==> src/rtl/nnrv_mem_arb.sv <==
// Single-port RAM arbiter between instruction fetch (IF) and load/store (MEM).
// Optional IF anti-starvation promotion enabled by defining NNRV_MEM_ARB_STARVE_EN.
module nnrv_mem_arb #(
  parameter int ADDR_WIDTH   = 8,
  parameter int XLEN         = 32,
  parameter int STARVE_LIMIT = 4
) (
  input  logic                  i_clk,
  input  logic                  i_rst,
  input  logic                  i_if_req,
  input  logic [ADDR_WIDTH-1:0] i_if_addr,
  output logic                  o_if_gnt,
  output logic                  o_if_rvalid,
  output logic [XLEN-1:0]       o_if_rdata,
  input  logic                  i_mem_req,
  input  logic                  i_mem_we,
  input  logic [ADDR_WIDTH-1:0] i_mem_addr,
  input  logic [3:0]            i_mem_mask,
  input  logic [XLEN-1:0]       i_mem_wdata,
  output logic                  o_mem_gnt,
  output logic                  o_mem_rvalid,
  output logic [XLEN-1:0]       o_mem_rdata,
  output logic [ADDR_WIDTH-1:0] o_ram_addr,
  output logic                  o_ram_rd_en,
  output logic                  o_ram_wr_en,
  output logic [3:0]            o_ram_mask,
  output logic [XLEN-1:0]       o_ram_wdata,
  input  logic [XLEN-1:0]       i_ram_rd_data
);

  typedef enum logic [1:0] {
    ST_NONE,
    ST_IF_RD,
    ST_MEM_RD,
    ST_MEM_WR
  } state_t;

  state_t          r_state;
  state_t          w_state_nxt;
  logic            w_if_win;
  logic [XLEN-1:0] r_if_rdata;
  logic [XLEN-1:0] r_mem_rdata;

`ifdef NNRV_MEM_ARB_STARVE_EN
  localparam int CNT_W = (STARVE_LIMIT < 1) ? 1 : $clog2(STARVE_LIMIT + 1);

  logic [CNT_W-1:0] r_starve_cnt;
  logic             w_starved;

  assign w_starved = (r_starve_cnt == CNT_W'(STARVE_LIMIT));
  assign w_if_win  = w_starved;

  // Counts denied IF cycles; saturates so promotion persists until IF is served.
  always_ff @(posedge i_clk or posedge i_rst) begin
    if (i_rst) begin
      r_starve_cnt <= '0;
    end else if (!i_if_req || o_if_gnt) begin
      r_starve_cnt <= '0;
    end else if (!w_starved) begin
      r_starve_cnt <= r_starve_cnt + 1'b1;
    end
  end
`else
  logic w_unused_starve_limit;
  assign w_unused_starve_limit = (STARVE_LIMIT > 0);
  assign w_if_win              = 1'b0;
`endif

  // Grant and RAM command are combinational; reset forces the idle command.
  always_comb begin
    o_if_gnt    = 1'b0;
    o_mem_gnt   = 1'b0;
    o_ram_addr  = '0;
    o_ram_rd_en = 1'b0;
    o_ram_wr_en = 1'b0;
    o_ram_mask  = '0;
    o_ram_wdata = '0;
    w_state_nxt = ST_NONE;
    if (!i_rst) begin
      if (i_mem_req && !(i_if_req && w_if_win)) begin
        o_mem_gnt  = 1'b1;
        o_ram_addr = i_mem_addr;
        o_ram_mask = i_mem_mask;
        if (i_mem_we) begin
          o_ram_wr_en = 1'b1;
          o_ram_wdata = i_mem_wdata;
          w_state_nxt = ST_MEM_WR;
        end else begin
          o_ram_rd_en = 1'b1;
          w_state_nxt = ST_MEM_RD;
        end
      end else if (i_if_req) begin
        o_if_gnt    = 1'b1;
        o_ram_addr  = i_if_addr;
        o_ram_rd_en = 1'b1;
        o_ram_mask  = '1;
        w_state_nxt = ST_IF_RD;
      end
    end
  end

  always_ff @(posedge i_clk or posedge i_rst) begin
    if (i_rst) begin
      r_state     <= ST_NONE;
      r_if_rdata  <= '0;
      r_mem_rdata <= '0;
    end else begin
      r_state <= w_state_nxt;
      if (r_state == ST_IF_RD)  r_if_rdata  <= i_ram_rd_data;
      if (r_state == ST_MEM_RD) r_mem_rdata <= i_ram_rd_data;
    end
  end

  // Read data passes through in the return cycle, then the captured copy holds it.
  assign o_if_rvalid  = (r_state == ST_IF_RD);
  assign o_mem_rvalid = (r_state == ST_MEM_RD);
  assign o_if_rdata   = o_if_rvalid  ? i_ram_rd_data : r_if_rdata;
  assign o_mem_rdata  = o_mem_rvalid ? i_ram_rd_data : r_mem_rdata;

endmodule
==> config.mk <==
export PLATFORM = sky130hd
export DESIGN_NAME = nnrv_mem_arb
export DESIGN_NICKNAME = d
export VERILOG_FILES = /design/src/rtl/nnrv_mem_arb.sv
export SDC_FILE = /design/constraint.sdc
export NUM_CORES = 1
export LEC_CHECK = 0
export ABC_CLOCK_PERIOD_IN_PS = 2100
export BUFFER_PORTS_ARGS = -buffer_cell sky130_fd_sc_hd__buf_2
export CAP_MARGIN = 20
export CORE_ASPECT_RATIO = 0.6
export CORE_MARGIN = 4
export CORE_UTILIZATION = 35
export DETAILED_ROUTE_END_ITERATION = 6
export PLACE_DENSITY_LB_ADDON = 0.2
export SKIP_CTS_REPAIR_TIMING = 1
export SLEW_MARGIN = 5
export SYNTH_ARGS = -nofsm -noshare
export SYNTH_HDL_FRONTEND = slang
export SYNTH_SLANG_ARGS = --single-unit
==> constraint.sdc <==
create_clock -name i_clk -period 2.1 [get_ports i_clk]
set_input_delay 0.105 -clock i_clk [delete_from_list [all_inputs] [get_ports i_clk]]
set_output_delay 0.105 -clock i_clk [all_outputs]
set_load 0.005 [all_outputs]
# Word level (Yosys, flattened, before mapping)
# Index checks and enable logic that the tools add are counted.
dict set report classes {
  eq_ne 2
  mux 26
}
# operator n
set op_table {}
lappend op_table {{$mux 32} 5}
lappend op_table {{$mux 8} 3}
lappend op_table {{$mux 1} 13}
lappend op_table {{$mux 4} 3}
lappend op_table {{$mux 2} 2}
lappend op_table {{$eq 2x1->1 const B} 1}
lappend op_table {{$eq 2x2->1 const B} 1}
dict set report totals {
  regBits 66
  inputBits 89
  out_inout_bits 114
  wordCells 31
}

# Depth between registers and ports, before layout
dict set report depth {
  depth_word 3
  mapped_depth 4
  mapped_depth_nobuf 2
}

# Worst setup path before layout
# OpenSTA, ideal clock, no wires.
dict set report synth_timing {
  kind {register -> register}
  startpoint {reg r_state[1]}
  endpoint {reg r_if_rdata[10]}
  setup_time_ns 0.130
  arrival_ns 1.079
  t_required_ns 1.970
  path_slack_ns 0.891
  path_stages_with_launch 5
  path_buffers 2
  synth_period_minus_slack_ns 1.209
  path_cell_list {dfrtp_1 > nor2b_1 > buf_4 > buf_6 > mux2_4}
}
dict set report synth_via {
  elab_chain_len 2
}
# item line
set synth_rtl {}
lappend synth_rtl {{from (decl)} 38} ;# state_t r_state;
lappend synth_rtl {{from (signal assigned)} 108} ;# r_state <= w_state_nxt;
lappend synth_rtl {{$eq 2x1->1} --}
lappend synth_rtl {{$mux 32} --}
lappend synth_rtl {{via o_if_rdata[10]} 14} ;# output logic [XLEN-1:0] o_if_rdata,
lappend synth_rtl {{to (signal assigned)} 109} ;# if (r_state == ST_IF_RD) r_if_rdata <= i_ram_rd_data;
lappend synth_rtl {{to (decl)} 41} ;# logic [XLEN-1:0] r_if_rdata;
# The timed path passes the listed nets, and every way through them passes these cells.

# Final worst setup path
dict set report layout_timing {
  startpoint {reg r_state[1]}
  endpoint {out o_if_rdata[1]}
}
dict set report layout_via {
  elab_chain_len 2
}
# item line
set layout_rtl {}
lappend layout_rtl {{$eq 2x1->1} 115} ;# assign o_if_rvalid = (r_state == ST_IF_RD);
lappend layout_rtl {{$mux 32} --}
lappend layout_rtl {{to (decl)} 14}
# No other way between the ends.

==> summary.txt <==
Finish
  • Layout Cells excl Fill: 530
  • Fin nets: 502
  • Area of the multi-input gates: 0.00133 mm^2
  • Seq. cell area: approximately 0.0017 mm^2
  • Fillers: 757
  • Layout area overhead: 45.6%
  • Commonest cells after routing, fill and taps aside: buf_2, dfrtp_1, mux2_4, and2_1, clkbuf_16
  • Design Area, Final: 0.00455 mm^2
  • Core Util, Final: a little over half
  • Share of cells above drive strength 1: 70.1%
  • Commonest non-fill, non-tap cell in the layout: buf_2
  • Diode count: 0

Floorplan
  • DIE HEIGHT: a little over 80 um
  • Core area: around 0.0086 mm^2
  • Row cnt: 26
  • Die X: around 130 um
  • I/O pin cnt: 203
  • Die area: 0.0105 mm^2
  • Initial Util: 36.4%

Pwr
  • IR drop worst, VDD: 0.448 mV
  • Clock power share: 36.8%
  • P_leak: 2.52 nW
  • Final Power: 4.11 mW
  • Sw frac: 24.7%
  • Gate power share: 24.6%
  • Sequential power share: 38.6%
  • Internal Pwr Total: 3.09 mW
  • Pwr dens: 904 mW/mm^2
  • Switching power: a little over 1 mW

STA
  • F_max: 527 MHz
  • Final setup TNS: 0 ps
  • Fin. Hold Viols: 0
  • Slew Viols, Final: 0
  • Worst Tran Pin Value: 715 ps
  • Final period util: around 90%
  • Clock skew: 5.33 ps
  • Relative slew margins: 52.3%
  • Final setup margin: 204 ps
  • Crit path time final: 1900 ps
  • Final setup viols: 0
  • Tightest hold margin: 36.5 ps
  • RSZ-0062 raised after global routing: false

Yosys
  • Yosys warns: 0
  • Post-Syn Area per Cell: 15.1 um^2
  • Post-Syn Area: 0.00312 mm^2
  • Total nets after synthesis: just under 300
  • Yosys cell types: 17
  • Gate Count Post-Synth: 207
  • Sequential share of the synthesized area: 52.9%
  • Yosys reg bits: 66

Route
  • DRT Pass-1 Iters: 4
  • Via count: 2373
  • Starting DRT DRC Count: 84
  • WL/cell: around 16 um
  • Routed wire length: 8.72 mm
  • Vias per cell: 4.48
  • Detail Route Antenna Nets: 0
  • Drc violations: 0

Setup path
  • Max stage delay cell, worst path: dfrtp_1
  • WP buf/inv: 2
  • Arrival @ worst endpoint: 1790 ps
  • Reg-to-reg slack, setup: 640 ps
  • Worst flop-to-flop path startpoint: r_state[1]
  • Worst setup SP type: flop
  • CP required: 2000 ps
  • Slowest stage delay, CP: 410 ps
  • Crit path max-delay family: flip-flops
  • Worst R2R End: r_if_rdata[1]
  • Critical path cell sequence: nor2b_4, buf_4, mux2_2, buf_2
  • Worst r2r path cells: 3
  • Largest fanout on the critical path: 8
  • Setup crit end kind: primary output
  • CP Class: flop to primary output

Global route
  • Total GRT Usage: about 17%
  • Via count of the first global-routing pass: 2478
  • Global-route wire length before repair: between 10 and 15 mm
  • Grt total ovfl: 0
  • Pin count of the biggest net entering global routing: 33
  • Initial antenna violation count: 0

Clocking
  • Clock latency at the later pin of the worst-skew pair: 330 ps
  • Root Buffer: clkbuf_16
  • Cts bufs inserted: 9
  • CTS sink cnt: 66
  • CTS H-tree lvls: 3
  • CTS tree: done
  • Worst-path clk slew: 50 ps
  • CTS max path bufs: 2

Hold path
  • HP Start: i_ram_rd_data[20]
  • Cell depth of the worst hold path: 2
  • Hold WC Path Type: input port to flop
  • WHS Endpoint: r_mem_rdata[20]

Placed design
  • Detailed placement HPWL: about 6.9 mm
  • Final RePlAce weighted congestion: around 0.83
  • Inst Count DP: a little over 500
  • Placed cell area: between 0.004 and 0.005 mm^2
  • Port buffer count: around 200
  • Placement Setup Slack: a little over 500 ps

Outcome
  • Status: complete, no violations

Job
  • Max_cap viols: 0
-- worst max path at each step --
stage | start | end | slack [ps] | depth (start not counted)
after global routing | i_rst | o_ram_wdata[29] | 70 | 5
final | r_state[1] | o_if_rdata[1] | 200 | 4
after detailed placement | r_state[1] | o_mem_rdata[31] | 520 | 4
after floorplan | i_rst | r_if_rdata[0] | 180 | 2
after CTS | r_state[1] | o_mem_rdata[31] | 160 | 4
after global placement | r_state[1] | o_mem_rdata[31] | 550 | 4
-- power by group through the flow --
| stage | sequential, mW | clock, mW | combinational (mW) |
|---|---|---|---|
| after global placement | 1.60 | 0 | 1.01 |
| after floorplan | 1.58 | 0 | 0.583 |
| after detailed placement | 1.60 | 0 | 1.02 |
| after CTS | 1.59 | 1.56 | 1.03 |
| after global routing | 1.61 | 1.62 | 1.11 |
| final | 1.58 | 1.51 | 1.01 |
-- flip-flops by register name, summed over array words and instances, names as in the netlist --
name	count
r_if_rdata	32
r_mem_rdata	32
r_state	2
-- per-layer routing --
metal	wire length (um)	up-vias	part of all wire (%)	track usage, %
met3	812	8	9.3	7.03
li1	-	1123	-	-
met2	3820	108	44	25.4
met4	91	0	1.0	4.98
met5	0	-	0	0
met1	4000	1134	46	21.7
-- Yosys cell counts (all sizes together) --
library cell / number / share of area [%]
dfrtp: 66 / 53
mux2: 64 / 30
and2: 31 / 6.2
buf: 15 / 4.5
a32o: 8 / 2.6
a21oi: 6 / 0.96
nand2: 5 / 0.60
inv: 3 / 0.36
nand2b: 3 / 0.60
nor2b: 3 / 0.60
and3: 1 / 0.20
and3b: 1 / 0.32
nor2: 1 / 0.12
-- layout make-up --
| type | count | share of cell area, % |
|---|---|---|
| multi-input cells | 123 | 29.2 |
| repair buffers | 210 | 24.4 |
| well taps | 112 | 3.08 |
| flip-flops and latches | 66 | 36.3 |
| clock inverters | 5 | 1.16 |
| clock buffers | 11 | 5.56 |
| inverters | 3 | 0.248 |
-- kinds of logic after synthesis --
family	share of synthesized area (%)
flip-flops	52.9
multiplexers	30.0
buffers and inverters	4.89
AND/OR/NAND/NOR	8.65
AO/OA/AOI/OAI	3.53
(Power assumes the default switching activity.)
